**config.mk**
```make
export PLATFORM = sky130hd
export DESIGN_NAME = parking_gate_counter
export DESIGN_NICKNAME = d
export VERILOG_FILES = /design/src/rtl/parking_gate_counter.sv
export SDC_FILE = /design/constraint.sdc
export NUM_CORES = 1
export LEC_CHECK = 0
export CAP_MARGIN = 20
export CORE_MARGIN = 1.5
export CORE_UTILIZATION = 45
export DETAILED_ROUTE_END_ITERATION = 16
export HOLD_SLACK_MARGIN = 0.08
export PLACE_DENSITY = 0.74
export SLEW_MARGIN = 20
export SYNTH_ARGS = -nofsm -noshare
export SYNTH_HDL_FRONTEND = slang
export SYNTH_SLANG_ARGS = --single-unit
```
**constraint.sdc**
```tcl
create_clock -name clk -period 2.9 [get_ports clk]
set_clock_uncertainty 0.1 [all_clocks]
set_input_delay 0.29 -clock clk [delete_from_list [all_inputs] [get_ports clk]]
set_output_delay 0.29 -clock clk [all_outputs]
set_load 0.03 [all_outputs]
```
**src/rtl/parking_gate_counter.sv**
```systemverilog
// Parking gate counter: synchronised/debounced entry and exit beams, saturating occupancy count, timed barrier FSM.
// Optional sticky underflow flag exit_err is built only when PARKING_EXIT_ERR_EN is defined.
module parking_gate_counter #(
    parameter int CAPACITY         = 8,
    parameter int DEBOUNCE_CYCLES  = 16,
    parameter int GATE_OPEN_CYCLES = 100
) (
    input  logic       clk,
    input  logic       rst,
    input  logic       entry_sensor,
    input  logic       exit_sensor,
    output logic [3:0] car_count,
    output logic       full,
    output logic       empty,
    output logic       gate_open,
    output logic       entry_reject,
    output logic       exit_err
);

    localparam int DW = (DEBOUNCE_CYCLES > 1) ? $clog2(DEBOUNCE_CYCLES) : 1;
    localparam int TW = (GATE_OPEN_CYCLES > 1) ? $clog2(GATE_OPEN_CYCLES) : 1;

    typedef enum logic {IDLE, OPEN} gate_state_e;

    // Bit 0 = entry beam, bit 1 = exit beam
    logic [1:0]         sync1_q, sync1_d, sync2_q, sync2_d;
    logic [1:0]         deb_q, deb_d, deb_prev_q, deb_prev_d;
    logic [1:0][DW-1:0] dcnt_q, dcnt_d;
    logic [1:0]         stb;

    logic [3:0]         count_q, count_d;
    logic               full_q, full_d, empty_q, empty_d;
    logic               reject_q, reject_d;
    logic               entry_acc;
    gate_state_e        state_q, state_d;
    logic [TW-1:0]      timer_q, timer_d;
    logic               gate_q, gate_d;

    always_comb begin
        sync1_d    = {exit_sensor, entry_sensor};
        sync2_d    = sync1_q;
        deb_prev_d = deb_q;
        deb_d      = deb_q;
        dcnt_d     = '0;
        // Any agreeing cycle leaves the run counter at zero
        for (int i = 0; i < 2; i++) begin
            if (sync2_q[i] != deb_q[i]) begin
                if (dcnt_q[i] == DW'(DEBOUNCE_CYCLES - 1)) deb_d[i] = ~deb_q[i];
                else                                       dcnt_d[i] = dcnt_q[i] + 1'b1;
            end
        end
    end

    assign stb = deb_q & ~deb_prev_q;

    always_comb begin
        count_d   = count_q;
        reject_d  = 1'b0;
        entry_acc = 1'b0;
        case (stb)
            2'b11: entry_acc = 1'b1;
            2'b01: begin
                if (count_q == 4'(CAPACITY)) reject_d = 1'b1;
                else begin
                    count_d   = count_q + 4'd1;
                    entry_acc = 1'b1;
                end
            end
            2'b10: if (count_q != 4'd0) count_d = count_q - 4'd1;
            default: ;
        endcase
        full_d  = (count_d == 4'(CAPACITY));
        empty_d = (count_d == 4'd0);
    end

    always_comb begin
        state_d = state_q;
        timer_d = timer_q;
        case (state_q)
            IDLE: if (entry_acc) begin
                state_d = OPEN;
                timer_d = TW'(GATE_OPEN_CYCLES - 1);
            end
            OPEN: begin
                if (entry_acc)              timer_d = TW'(GATE_OPEN_CYCLES - 1);
                else if (timer_q == '0)     state_d = IDLE;
                else                        timer_d = timer_q - 1'b1;
            end
            default: state_d = IDLE;
        endcase
        gate_d = (state_d == OPEN);
    end

    always_ff @(posedge clk or posedge rst) begin
        if (rst) begin
            sync1_q    <= '0;
            sync2_q    <= '0;
            deb_q      <= '0;
            deb_prev_q <= '0;
            dcnt_q     <= '0;
            count_q    <= '0;
            full_q     <= 1'b0;
            empty_q    <= 1'b1;
            reject_q   <= 1'b0;
            state_q    <= IDLE;
            timer_q    <= '0;
            gate_q     <= 1'b0;
        end else begin
            sync1_q    <= sync1_d;
            sync2_q    <= sync2_d;
            deb_q      <= deb_d;
            deb_prev_q <= deb_prev_d;
            dcnt_q     <= dcnt_d;
            count_q    <= count_d;
            full_q     <= full_d;
            empty_q    <= empty_d;
            reject_q   <= reject_d;
            state_q    <= state_d;
            timer_q    <= timer_d;
            gate_q     <= gate_d;
        end
    end

`ifdef PARKING_EXIT_ERR_EN
    logic err_q, err_d;

    always_comb begin
        err_d = err_q | (stb == 2'b10 && count_q == 4'd0);
    end

    always_ff @(posedge clk or posedge rst) begin
        if (rst) err_q <= 1'b0;
        else     err_q <= err_d;
    end

    assign exit_err = err_q;
`else
    assign exit_err = 1'b0;
`endif

    assign car_count    = count_q;
    assign full         = full_q;
    assign empty        = empty_q;
    assign gate_open    = gate_q;
    assign entry_reject = reject_q;

endmodule

```
==> flow_summary.yaml <==
status:
  status: "completed"
placement:
  dpl-instance-area_um2: 1640
  gp_congestion: 0.904
  dp_hpwl_um: 1870
  io_buffers: 11
  pre_cts_slack_ns: 0.623
yosys:
  ys_seq_elements: 31
  syn_nets: 153
  ys_types: 36
  async_reset_ff_share_pct: 100
  synthTopCellsByArea: "dfrtp_1 (50%), ha_1 (6.7%), xnor2_1 (4.1%)"
  netlist_instances: 141
  yosysMostFrequentCell: "dfrtp_1"
  synth_ff_type: "dfrtp_1"
  synth_edf_count: 0
  synthTopCellsByCount: "dfrtp_1 (30), inv_1 (11), nor2_1 (11), a21oi_1 (9)"
  yosysWarnings: 0
  mappedNetlistArea_um2: 1490
  ys_seq_area_share_pct: 52.1
  synth.top_cell.area_share_pct: 50.4
  synth_top_cell_by_area: "dfrtp_1"
  syn_area_per_cell_um2: 10.6
clock_network:
  post-cts-setup-buffers: 0
  cts_buffer_depth: 2
  clockRootBuffer: "clkbuf_4"
  cts_resized: 0
  clk_pin_slew_worst_paths_ns: 0.09
  cts_tree: "built"
  cts_buffers: 5
  cts_num_sinks: 31
  holdBufCountCts: 0
  worstSkewPairLatency_ns: 0.32
  htree_levels: 2
floorplanning:
  initial_core_util_pct: 48.0
  die_area_um2: 3670
  ios: 13
  die_y_um: 60.5
  core_area_um2: 3100
  die_w_um: 60.5
  row_count: 20
setup_path:
  end_kind: "register"
  start_kind: "register"
  path_max_fanout: 8
  crit_arrival_ns: 2.45
  crit_required_ns: 3.06
  worstSetupPathType: "register to register"
power:
  pwr-share-clk_pct: 34.5
  p_per_area_nw_per_um2: 430
  power.leakage_nw: 0.797
  p_int_w: 0.000572
  seqPwrFrac_pct: 61.3
  p_sw_w: 0.000161
  power_frac_comb_pct: 4.2
  irDropWorstVdd_v: 0.000298
  sw_frac_of_total_pct: 22.0
cells_and_area:
  diodes: 0
  utilization_pct: 54.9
  syn_to_final_growth_pct: 14.4
  fin_area_um2: 1700
  multiInputGateArea_um2: 653
  nets: 168
  fillers: 308
  seqCellArea_um2: 777
  drive_above_1_share_pct: 8.28
sta:
  fin_crit_ns: 2.29
  tightest_slew_ns: 0.780
  setup_ws_ns: 0.608
  finalSetupTns_ns: 0
  max_slew_margin_pct: 47.9
  setup_viol: 0
  fmax_ghz: 0.436
  drv_slew: 0
  grt_setup_unrepaired: "false"
  min_period_over_period_pct: 79.0
  finalHoldViolations: 0
route:
  ant_nets: 0
  via_per_inst: 5.18
  dr.first_iter.drc_count: 31
  vias: 1041
  drcViolationCount: 0
  wirelength_um: 2550
  wl_per_cell_um: 12.7
  drt-pass1-iter-count: 4
global_routing:
  first_global_vias: 1026
  grt_pass1_wl_um: 4390
  grt_max_degree: 23
  antenna_found_initial: 0
  gr-total-overflow: 0
  grtUsageTotal_pct: 16.7
flow_run:
  drv_cap: 0
hold_path:
  hold_class: "register to register"
## critical path, cell delays in order, from the launching register on
cell,delay [ns]
dfrtp_1,0.42
nand2b_1,0.12
inv_1,0.07
ha_1,0.27
or4b_1,0.49
a21oi_1,0.19
a2111oi_1,0.08
or3_1,0.37
nor2b_1,0.12
## through the flow
step / instances / power [W] / hold WS, ns
4_1_cts: 201 / 0.000747 / 0.259
2_1_floorplan: 141 / 0.000479 / 0.221
5_1_grt: 201 / 0.000773 / 0.270
3_5_place_dp: 193 / 0.000490 / 0.236
3_3_place_gp: 193 / 0.000487 / 0.232
6_report: 201 / 0.000733 / 0.258
## final cells by class
cell class,count,share of cell area [%]
flip-flops and latches,31,45.6
multi-input cells,95,38.3
repair buffers,12,6.90
clock buffers,7,3.23
well taps,44,3.23
inverters,11,2.42
clock inverters,1,0.294
## path summary, 6_finish.rpt
kind / startpoint / end / slack [ns] / cells past startpoint
worst max-delay path: deb_prev_d[1] / full / 0.61 / 8
worst min-delay path: sync1_q[0] / sync2_q[0] / 0.26 / 0
worst max register to register: deb_prev_d[1] / full / 0.61 / 8
worst min register to register: sync1_q[0] / sync2_q[0] / 0.26 / 0
max in group asynchronous: rst / timer_q[6] / 1.76 / 3
min in group asynchronous: rst / dcnt_q[1] / 0.31 / 2
## flip-flops by register name (all words and copies together), names as in the netlist
| signal | count |
|---|---|
| entry_reject | 1 |
| full | 1 |
| empty | 1 |
| sync2_q | 2 |
| deb_prev_q | 2 |
| gate_open | 1 |
| dcnt_q | 8 |
| timer_q | 7 |
| deb_prev_d | 2 |
| car_count | 4 |
| sync1_q | 2 |
## power by group through the flow
stage	combinational [W]	clock, W	sequential (W)
6_report	0.0000309	0.000253	0.000450
5_1_grt	0.0000371	0.000285	0.000451
4_1_cts	0.0000322	0.000265	0.000450
3_5_place_dp	0.0000317	0	0.000458
3_3_place_gp	0.0000301	0	0.000457
2_1_floorplan	0.0000229	0	0.000456
## metal layers
metal	GRT usage [%]	up-vias	part of all wire (%)
li1	-	516	-
met1	18.1	502	43
met5	0	-	0
met3	7.68	6	4.8
met2	29.0	17	50
met4	5.59	0	1.4
## layout by cell type, fill, tap and decap left out, types with 4 or more instances in the layout
cell | netlist | final
dfrtp_1 | 30 | 30
inv_1 | 11 | 11
nor2_1 | 11 | 11
clkdlybuf4s50_1 | 0 | 11
a21oi_1 | 9 | 9
nor2b_1 | 8 | 8
nand2_1 | 8 | 8
ha_1 | 8 | 8
xnor2_1 | 7 | 7
clkbuf_4 | 0 | 5
nand2b_1 | 4 | 4
## kinds of logic (layout without fill, tap and decap cells)
| group | Yosys count | after routing | share of synthesized area [%] |
|---|---|---|---|
| xor gates and xnor gates | 7 | 7 | 4.11 |
| buffers and inverters | 15 | 31 | 4.03 |
| adders and majority gates | 8 | 8 | 6.72 |
| AOI/OAI and AO/OA | 26 | 26 | 11.9 |
| muxes | 3 | 3 | 2.27 |
| DFF | 31 | 31 | 52.1 |
| and+or+nand+nor | 50 | 50 | 18.6 |
| other | 1 | 1 | 0.252 |
Note: power is estimated with default switching activity, not from simulation.
